[src/rtl/alu_sched.sv]
// alu_sched: time-shares one combinational 4-bit ALU between two requesters.
// Round-robin (or fixed-priority) grant, valid/ready on both sides, and 8-bit
// ops executed as two nibble passes with the carry chained in arithmetic mode.
module alu_sched #(
  parameter bit WIDE_EN = 1'b1,
  parameter bit RR_EN   = 1'b1
) (
  input  logic        clk,
  input  logic        rst,
  input  logic [1:0]  req_valid,
  output logic [1:0]  req_ready,
  input  logic [15:0] req_a,
  input  logic [15:0] req_b,
  input  logic [1:0]  req_c_in,
  input  logic [1:0]  req_mode,
  input  logic [5:0]  req_op,
  input  logic [1:0]  req_wide,
  output logic [3:0]  alu_a,
  output logic [3:0]  alu_b,
  output logic        alu_c_in,
  output logic        alu_mode,
  output logic [2:0]  alu_op,
  input  logic [3:0]  alu_out,
  input  logic        alu_c_out,
  output logic        rsp_valid,
  input  logic        rsp_ready,
  output logic        rsp_id,
  output logic [7:0]  rsp_data,
  output logic        rsp_c_out,
  output logic        busy
);

  typedef enum logic [1:0] {IDLE, LO, HI, RESP} state_t;

  state_t      state, state_nxt;
  logic [7:0]  cap_a, cap_b;
  logic [2:0]  cap_op;
  logic        cap_c, cap_mode, cap_wide, cap_id;
  logic [7:0]  res;
  logic        cy;
  // rr_ptr holds the last granted id; served marks that a grant has happened
  // since reset, so the very first tie goes to requester 0.
  logic        rr_ptr, served;
  logic        gnt_id, accept;

  // Grant selection: tie -> the requester not served last (or 0 if fixed priority)
  always_comb begin
    gnt_id = 1'b0;
    if (req_valid == 2'b11)
      gnt_id = (RR_EN && served) ? ~rr_ptr : 1'b0;
    else if (req_valid[1])
      gnt_id = 1'b1;
    accept = (state == IDLE) && (|req_valid);
  end

  // State register
  always_ff @(posedge clk or posedge rst) begin
    if (rst) state <= IDLE;
    else     state <= state_nxt;
  end

  // Next-state logic
  always_comb begin
    state_nxt = state;
    case (state)
      IDLE:    if (|req_valid) state_nxt = LO;
      LO:      state_nxt = cap_wide ? HI : RESP;
      HI:      state_nxt = RESP;
      RESP:    if (rsp_ready) state_nxt = IDLE;
      default: state_nxt = IDLE;
    endcase
  end

  // Outputs: grant strobe, ALU drive per pass, response view of captured regs
  always_comb begin
    req_ready = 2'b00;
    alu_a     = 4'h0;
    alu_b     = 4'h0;
    alu_c_in  = 1'b0;
    alu_mode  = 1'b0;
    alu_op    = 3'h0;
    if (accept) req_ready[gnt_id] = 1'b1;
    case (state)
      LO: begin
        alu_a    = cap_a[3:0];
        alu_b    = cap_b[3:0];
        alu_c_in = cap_c;
        alu_mode = cap_mode;
        alu_op   = cap_op;
      end
      HI: begin
        alu_a    = cap_a[7:4];
        alu_b    = cap_b[7:4];
        // carry only chains between nibbles for arithmetic ops
        alu_c_in = cap_mode ? cy : cap_c;
        alu_mode = cap_mode;
        alu_op   = cap_op;
      end
      default: ;
    endcase
    busy      = (state != IDLE);
    rsp_valid = (state == RESP);
    rsp_id    = cap_id;
    rsp_data  = {cap_wide ? res[7:4] : 4'h0, res[3:0]};
    rsp_c_out = cy;
  end

  // Capture the granted request, accumulate pass results, track rr pointer
  always_ff @(posedge clk or posedge rst) begin
    if (rst) begin
      cap_a    <= 8'h00;
      cap_b    <= 8'h00;
      cap_op   <= 3'h0;
      cap_c    <= 1'b0;
      cap_mode <= 1'b0;
      cap_wide <= 1'b0;
      cap_id   <= 1'b0;
      res      <= 8'h00;
      cy       <= 1'b0;
      rr_ptr   <= 1'b0;
      served   <= 1'b0;
    end else begin
      if (accept) begin
        cap_a    <= gnt_id ? req_a[15:8] : req_a[7:0];
        cap_b    <= gnt_id ? req_b[15:8] : req_b[7:0];
        cap_op   <= gnt_id ? req_op[5:3] : req_op[2:0];
        cap_c    <= req_c_in[gnt_id];
        cap_mode <= req_mode[gnt_id];
        cap_wide <= req_wide[gnt_id] & WIDE_EN;
        cap_id   <= gnt_id;
        rr_ptr   <= gnt_id;
        served   <= 1'b1;
      end
      if (state == LO) begin
        res[3:0] <= alu_out;
        cy       <= alu_c_out;
      end
      if (state == HI) begin
        res[7:4] <= alu_out;
        cy       <= alu_c_out;
      end
    end
  end

endmodule
[config.mk]
export PLATFORM = sky130hd
export DESIGN_NAME = alu_sched
export DESIGN_NICKNAME = d
export VERILOG_FILES = /design/src/rtl/alu_sched.sv
export SDC_FILE = /design/constraint.sdc
export NUM_CORES = 1
export LEC_CHECK = 0
export ABC_AREA = 1
export CAP_MARGIN = 40
export CORE_MARGIN = 1.5
export CORE_UTILIZATION = 46
export DETAILED_ROUTE_END_ITERATION = 12
export PLACE_DENSITY = 0.88
export REMOVE_ABC_BUFFERS = 1
export SLEW_MARGIN = 5
export SYNTH_ARGS = -nofsm -noshare
export SYNTH_HDL_FRONTEND = slang
export SYNTH_SLANG_ARGS = --single-unit
[constraint.sdc]
create_clock -name clk -period 4.02 [get_ports clk]
set_input_delay 0.804 -clock clk [delete_from_list [all_inputs] [get_ports clk]]
set_output_delay 0.804 -clock clk [all_outputs]
set_load 0.05 [all_outputs]
==> flow_summary.toml, run 1 <==
[placed_design]
io_buffers = 80
place_ws_ns = 0.886
dp_hpwl_um = 3660
place_congestion = 0.799

[pwr]
power-per-cell-area_mw_per_mm2 = 854
cellLeakagePower_nw = 1.30
p_total_mw = 2.42
irDropWorstVdd_mv = 0.422

[yosys]
synth_area_mm2 = 0.00191
yosys_register_bits = 35
yosys.area.top_type = "dfrtp_1"
synth_top_area_share_pct = 45.8
ys_warn_count = 0
synth.avg_cell_area_um2 = 7.89
synth_cells = 242
ys_seq_area_share_pct = 45.8
ys_types = 17
synth.area.top_cells = "dfrtp_1, nand2_1, nand3_1, nand4_1, ha_1"

[sta]
slew_violations = 0
worst_slew_pin_slew_ns = 0.506
rsz0062_at_grt = "false"
clock.fmax_ghz = 0.289
fin_crit_sh_pct = 86.0
fin_ws_ns = 0.563
timing.final.crit_period_ns = 3.46
slew_headroom_pct = 66.2
hold_violations = 0
finClkSkew_ns = 0.00299
setup_tns_ns = 0
setup_viol = 0

[finish]
drive_gt1_share_pct = 7.91
seq_area_um2 = 876
area_growth_pct = 48.3
multi_input_area_um2 = 862
fillers = 328
nNetsFinal = 375
antenna_cells = 0

[run]
cap_violations = 0

[floorplanning]
start_util_pct = 47.8
dieArea_mm2 = 0.00455
io_pins = 81
rows = 23
die_x_um = 67.4
fp.coreArea_mm2 = 0.00400
die_h_um = 67.4

[setup_path]
end_kind = "primary output"
arrival_ns = 2.65
cp.required_ns = 3.22
critPathMaxFanout = 13
worstSetupPathType = "reg -> out"
critPathLaunchType = "register"

[status]
status = "completed"

[cts]
ctsHoldBuffers = 0
clk_pin_slew_ns = 0.07
cts.repair.resized = 0
cts_sinks = 35
post_cts.repair.setup_buffers = 0
cts_tree = "built"
cts_buffer_depth = 2
clkLatencyLatePin_ns = 0.28
cts_made_buffers = 5
clk_root_buffer_cell = "clkbuf_8"
h-tree-depth = 2

[routing]
drc = 0
routedWlPerCell_um = 14.1
ant_nets = 0
drt-pass1-iter-count = 4
avgViaCountPerCell = 5.43
drtIter0Drc = 148
route.vias.total = 1986
routed_wl_um = 5160

[global_route]
grt_overflow = 0
grt_max_degree = 36
grt_antenna_before_repair = 0
track_usage_pct = 24.9
grt_pass1_vias = 1880
grt_pass1_wl_um = 8510

[min_path]
worstHoldPathType = "reg -> reg"
routing by layer:
layer | vias up | track usage, % | part of all wire, %
met5 | - | 0 | 0
met4 | 0 | 9.44 | 1.8
met3 | 10 | 6.33 | 6.3
met2 | 82 | 42.5 | 50
met1 | 942 | 30.2 | 42
li1 | 952 | - | -
logic make-up (layout without fill, tap and decap cells):
family / count (synthesis) / in the layout / share of synthesized area, %
AOI/OAI and AO/OA: 15 / 15 / 3.93
adders and majority gates: 6 / 6 / 3.93
buffers and inverters: 38 / 112 / 9.04
DFF: 35 / 35 / 45.8
muxes: 4 / 4 / 2.36
and+or+nand+nor: 144 / 144 / 34.9
through the flow:
| step | hold WS (ns) | utilization (%) | instances | cell area [um^2] |
|---|---|---|---|---|
| after floorplan | 0.440 | - | 222 | 1810 |
| after global placement | 0.454 | 68.3 | 358 | 2730 |
| after detailed placement | 0.453 | 68.3 | 358 | 2730 |
| after CTS | 0.475 | 70.8 | 366 | 2830 |
| after global routing | 0.516 | 70.8 | 366 | 2830 |
| final | 0.475 | 70.8 | 366 | 2830 |
sequential cells by signal, indices dropped and copies added, names as in the netlist, 2 cells and up:
name / count
cap_op: 3
state: 2
cap_a: 8
res: 8
cap_b: 8
where the power goes:
part	total, mW	switching, mW	internal [mW]
clock network	0.273	0.117	0.156
registers	0.635	0.108	0.526
logic	1.51	0.995	0.516
area by class of cell:
| type | instances | area share [%] |
|---|---|---|
| flip-flops and latches | 35 | 30.9 |
| repair buffers | 86 | 30.6 |
| multi-input cells | 169 | 30.4 |
| clock buffers | 8 | 3.53 |
| inverters | 18 | 2.38 |
| well taps | 50 | 2.21 |
synth_stat cells:
| library cell | n |
|---|---|
| nand2_1 | 71 |
| ha_1 | 6 |
| nand3_1 | 45 |
| inv_2 | 2 |
| clkbuf_1 | 8 |
| nor2_1 | 2 |
| dfrtp_1 | 35 |
| nor2_2 | 1 |
| a21oi_1 | 11 |
| mux2_2 | 4 |
| o21ai_0 | 4 |
| inv_1 | 16 |
| buf_4 | 6 |
| or2_2 | 2 |
| nor2_4 | 1 |
| buf_2 | 6 |
| nand4_1 | 22 |
critical path: stages, from the launching register on:
cell and delay, ns:
dfrtp_1 0.44, inv_1 0.12, ha_1 0.45, inv_1 0.20
o21ai_0 0.13, nand2_1 0.07, a21oi_1 0.15, clkdlybuf4s50_1 0.82
cell usage in the layout (no fill, tap or decap):
cell / count
a21oi_1: 11
buf_12: 2
buf_4: 6
clkbuf_1: 1
clkbuf_8: 7
clkdlybuf4s50_1: 78
dfrtp_1: 35
ha_1: 6
inv_1: 16
inv_2: 2
mux2_2: 4
nand2_1: 71
nand3_1: 45
nand4_1: 22
nor2_1: 2
nor2_2: 1
nor2_4: 1
o21ai_0: 4
or2_2: 2
path summary, 6_finish.rpt:
| path | cells after the start | slack, ns | from | end |
|---|---|---|---|---|
| worst max register to register | 8 | 2.17 | state[0]$_DFFE_PP0P_ | cap_a[2]$_DFFE_PP0P_ |
| min in group asynchronous | 3 | 0.93 | rst | res[4]$_DFFE_PP0N_ |
| worst min-delay path | 2 | 0.47 | res[2]$_DFFE_PP0N_ | res[2]$_DFFE_PP0N_ |
| worst max-delay path | 7 | 0.56 | state[1]$_DFFE_PP0P_ | alu_c_in |
| worst min register to register | 2 | 0.47 | res[2]$_DFFE_PP0N_ | res[2]$_DFFE_PP0N_ |
| max in group asynchronous | 3 | 2.78 | rst | cap_b[1]$_DFFE_PP0P_ |
(Power assumes the default switching activity.)
==> inputs of run 2 (changes only) <==
Settings changed: CELL_PAD_IN_SITES_DETAIL_PLACEMENT set to 0, CELL_PAD_IN_SITES_GLOBAL_PLACEMENT set to 1, CORE_UTILIZATION 46 to 32, PLACE_DENSITY 0.88 to 0.87.
==> run 2 against run 1 <==
Effect of this change:
- global-route usage is 7.3 points lower
- utilization is 19 points lower
- die area is 42% higher
- clock-buffer cell count is 2 lower
- power is 1.9% higher
- sequential power is 0.6% lower
- critical path type unchanged
- largest cell class is now buffers
- highest routed layer unchanged
==> flow_summary.toml, run 2 (synthesis results as in run 1) <==
[pwr]
p_int_mw = 1.25
p_sw_mw = 1.22
cellLeakagePower_nw = 1.32
pwr-share-clk_pct = 13.3
power-per-cell-area_mw_per_mm2 = 848
seq_power_share_pct = 25.6
p_total_mw = 2.47
power_frac_comb_pct = 61.1
power.share.switching_pct = 49.5
irDropWorstVdd_mv = 0.507

[floorplanning]
die_h_um = 80.3
fp.coreArea_mm2 = 0.00564
io_pins = 81
die_x_um = 80.3
rows = 27
dieArea_mm2 = 0.00644
start_util_pct = 33.9

[cts]
clk_root_buffer_cell = "clkbuf_8"
clk_pin_slew_ns = 0.07
cts.repair.resized = 0
cts_buffer_depth = 2
cts_tree = "built"
post_cts.repair.setup_buffers = 0
cts_made_buffers = 5
cts_sinks = 35
clkLatencyLatePin_ns = 0.29
h-tree-depth = 2
ctsHoldBuffers = 0

[setup_path]
worstSetupPathType = "reg -> out"
critPathMaxFanout = 13
end_kind = "primary output"
arrival_ns = 2.67
critPathLaunchType = "register"
rr_worst_depth = 8
cpPeakStageDelay_ns = 0.82
rr_endpoint = "cap_a[3]$_DFFE_PP0P_"
crit_path_top_delay_cell = "clkdlybuf4s50_1"
worst-r2r-setup-slack_ns = 2.21
cpMostUsedCell = "inv_1"
path_cells = "inv_1 > ha_1 > inv_1 > o21ai_0 > nand2_1 > a21oi_1 > clkdlybuf4s50_1"
timing.rr.start = "state[0]$_DFFE_PP0P_"
cp.required_ns = 3.22

[finish]
largestRegisters = "cap_a x8, cap_b x8, res x8"
final_cells = 389
fillers = 536
nNetsFinal = 376
final_area_mm2 = 0.00291
drive_gt1_share_pct = 8.52
area_growth_pct = 52.1
final_cell_mix = "clkdlybuf4s50_1, nand2_1, nand3_1"
antenna_cells = 0
final_common_cell = "clkdlybuf4s50_1"

[routing]
routedWlPerCell_um = 13.5
drc = 0
ant_nets = 0
avgViaCountPerCell = 4.84
drt-pass1-iter-count = 4
route.vias.total = 1882
drtIter0Drc = 114
routed_wl_um = 5260

[min_path]
min_delay_worst_endpoint = "res[3]$_DFFE_PP0N_"
worstHoldPathType = "reg -> reg"
min_from = "res[3]$_DFFE_PP0N_"
whs_path_depth = 2

[sta]
slew_violations = 0
setup_tns_ns = 0
worst_slew_pin_slew_ns = 0.504
fin_ws_ns = 0.548
timing.final.crit_period_ns = 3.47
hold_violations = 0
slew_headroom_pct = 66.3
setup_viol = 0
rsz0062_at_grt = "false"
finClkSkew_ns = 0.00993
fin_crit_sh_pct = 86.4
clock.fmax_ghz = 0.288

[placed_design]
dp_hpwl_um = 3870
post_dp_cell_area_mm2 = 0.00279
post-place-cells = 381
place_congestion = 0.774
io_buffers = 80
place_ws_ns = 0.788

[global_route]
grt_max_degree = 25
grt_antenna_before_repair = 0
track_usage_pct = 17.6
grt_pass1_vias = 1793
grt_pass1_wl_um = 8590
grt_overflow = 0

[status]
status = "completed"

[run]
cap_violations = 0
## run 2: layout make-up
type / count / area [um^2] / share of cell area (%)
Clock buffer: 6 / 82.6 / 2.84
Inverter: 18 / 67.6 / 2.32
Sequential cell: 35 / 876 / 30.1
Clock inverter: 2 / 35.0 / 1.21
Timing Repair Buffer: 87 / 893 / 30.7
Multi-Input combinational cell: 169 / 862 / 29.7
Tap cell: 72 / 90.1 / 3.10
## run 2: per-stage QoR
stage          hold WS, ns  utilization (%)
5_1_grt              0.516             51.5
2_1_floorplan        0.440                -
4_1_cts              0.483             51.5
3_3_place_gp         0.455             48.9
3_5_place_dp         0.467             49.4
6_report             0.475             51.5
## run 2: routing by layer
layer	wire [um]	track usage, %
met5	0	0
met4	51	5.69
met2	2470	28.0
met1	2390	23.6
met3	353	3.86
## run 2: worst max-delay path by stage
stage	from	endpoint	cells past startpoint
final	state[1]$_DFFE_PP0P_	alu_c_in	7
after global routing	state[1]$_DFFE_PP0P_	alu_c_in	7
after CTS	state[1]$_DFFE_PP0P_	alu_c_in	7
after detailed placement	req_valid[1]	req_ready[0]	6
after global placement	req_valid[1]	req_ready[0]	6
after floorplan	state[0]$_DFFE_PP0P_	req_ready[0]	6
## run 2: critical path: cells and delay by family, from the launching register on
family / cells / cell delay (ns)
adder cells (fa/ha/maj): 1 / 0.47
flip-flops: 1 / 0.45
AO/OA/AOI/OAI: 2 / 0.24
AND/OR/NAND/NOR: 1 / 0.06
buffers and inverters: 3 / 1.15
## run 2: power groups by stage
stage / logic, mW / clock network, mW / registers (mW)
after global routing: 1.64 / 0.349 / 0.653
after CTS: 1.52 / 0.333 / 0.630
after floorplan: 0.906 / 0 / 0.715
final: 1.51 / 0.328 / 0.631
after global placement: 1.50 / 0 / 0.635
after detailed placement: 1.52 / 0 / 0.636
==> inputs of run 3 (changes only) <==
Settings changed: RECOVER_POWER set to 100, TNS_END_PERCENT set to 10.
==> run 3 against run 2 <==
Effect of this change:
- register-to-register slack worse by 0.60 ns
- wire length up 0.49%
- largest cell class is now flip-flops and latches
- sequential power about the same
- design area down 1.7%
- die area unchanged
- fmax down 2.9%
- critical path depth down 1
- worst hold slack worse by 0.0055 ns
- clock power about the same
- setup slack worse by 0.10 ns
==> flow_summary.toml, run 3 (synthesis results as in run 1) <==
[status]
status = "completed"

[pwr]
cellLeakagePower_nw = 1.35
p_total_mw = 2.40
power-per-cell-area_mw_per_mm2 = 839
irDropWorstVdd_mv = 0.492

[global_route]
grt_overflow = 0
grt_pass1_wl_um = 8590
track_usage_pct = 17.6
grt_max_degree = 25
grt_antenna_before_repair = 0
grt_pass1_vias = 1793

[setup_path]
worstSetupPathType = "in -> out"
critPathMaxFanout = 24
cp.required_ns = 3.22
arrival_ns = 2.77
critPathLaunchType = "input pin"
end_kind = "primary output"

[cts]
clk_root_buffer_cell = "clkbuf_8"
post_cts.repair.setup_buffers = 0
cts.repair.resized = 0
cts_sinks = 35
cts_made_buffers = 5
cts_buffer_depth = 2
ctsHoldBuffers = 0
cts_tree = "built"
clkLatencyLatePin_ns = 0.29
h-tree-depth = 2
clk_pin_slew_ns = 0.07

[routing]
drtIter0Drc = 109
routedWlPerCell_um = 13.6
avgViaCountPerCell = 4.82
route.vias.total = 1875
routed_wl_um = 5290
drt-pass1-iter-count = 4
ant_nets = 0
drc = 0

[finish]
final_cell_mix = "nand2_1, clkdlybuf4s50_1, nand3_1"
area_growth_pct = 49.5
final_common_cell = "nand2_1"
fillers = 546
largestRegisters = "cap_a x8, cap_b x8, res x8"
antenna_cells = 0
nNetsFinal = 376
drive_gt1_share_pct = 6.62

[sta]
setup_tns_ns = 0
finClkSkew_ns = 0.0103
fin_crit_sh_pct = 89.0
slew_headroom_pct = 25.7
timing.final.crit_period_ns = 3.58
setup_viol = 0
worst_slew_pin_slew_ns = 1.12
rsz0062_at_grt = "false"
slew_violations = 0
hold_violations = 0
clock.fmax_ghz = 0.280

[run]
cap_violations = 0

[floorplanning]
io_pins = 81
die_h_um = 80.3
rows = 27
die_x_um = 80.3
start_util_pct = 33.9
dieArea_mm2 = 0.00644
fp.coreArea_mm2 = 0.00564

[placed_design]
io_buffers = 80
place_congestion = 0.774
dp_hpwl_um = 3870

[min_path]
worstHoldPathType = "reg -> reg"
run 3: final timing paths:
path                                       from                    to  slack, ns  depth (start not counted)
max                                req_valid[1]          req_ready[0]       0.44                          6
min in group asynchronous                   rst    served$_DFFE_PP0P_       0.82                          2
min                          res[3]$_DFFE_PP0N_    res[3]$_DFFE_PP0N_       0.47                          2
max in group asynchronous                   rst  cap_a[7]$_DFFE_PP0P_       1.47                          4
min reg2reg                  res[3]$_DFFE_PP0N_    res[3]$_DFFE_PP0N_       0.47                          2
max reg2reg                state[0]$_DFFE_PP0P_  cap_a[3]$_DFFE_PP0P_       1.61                          8
run 3: final cells by class:
type	count	area, um^2	share of cell area, %
clock buffers	6	82.6	2.89
clock inverters	2	35.0	1.23
inverters	18	67.6	2.37
multi-input cells	169	860	30.1
flip-flops and latches	35	876	30.7
well taps	72	90.1	3.15
repair buffers	87	846	29.6
run 3: routing by layer:
metal / part of all wire [%] / vias up / GRT usage, %
li1: - / 951 / -
met1: 46 / 853 / 23.6
met2: 47 / 67 / 28.0
met3: 6.2 / 4 / 3.86
met4: 0.74 / 0 / 5.69
met5: 0 / - / 0
run 3: critical path: stages:
cell           delay, ns
dlygate4sd3_1       0.71
nor2_1              0.29
nor2_4              0.04
inv_1               0.53
a21oi_1             0.18
buf_12              0.21
run 3: per-stage QoR:
| step | area [um^2] | hold slack (ns) | instances | worst slack [ns] | utilization, % |
|---|---|---|---|---|---|
| 6_report | 2860 | 0.469 | 389 | 0.444 | 50.6 |
| 5_1_grt | 2860 | 0.511 | 389 | 0.290 | 50.6 |
| 4_1_cts | 2910 | 0.483 | 389 | 0.536 | 51.5 |
| 3_5_place_dp | 2790 | 0.467 | 381 | 0.788 | 49.4 |
| 3_3_place_gp | 2760 | 0.455 | 380 | 0.810 | 48.9 |
| 2_1_floorplan | 1810 | 0.440 | 222 | 0.433 | - |
run 3: power breakdown:
group / switching [mW] / leakage [nW] / internal [mW] / total [mW]
clock: 0.127 / 0.0612 / 0.201 / 0.327
sequential: 0.103 / 0.424 / 0.526 / 0.629
combinational: 0.982 / 0.866 / 0.458 / 1.44
total: 1.21 / 1.35 / 1.18 / 2.40
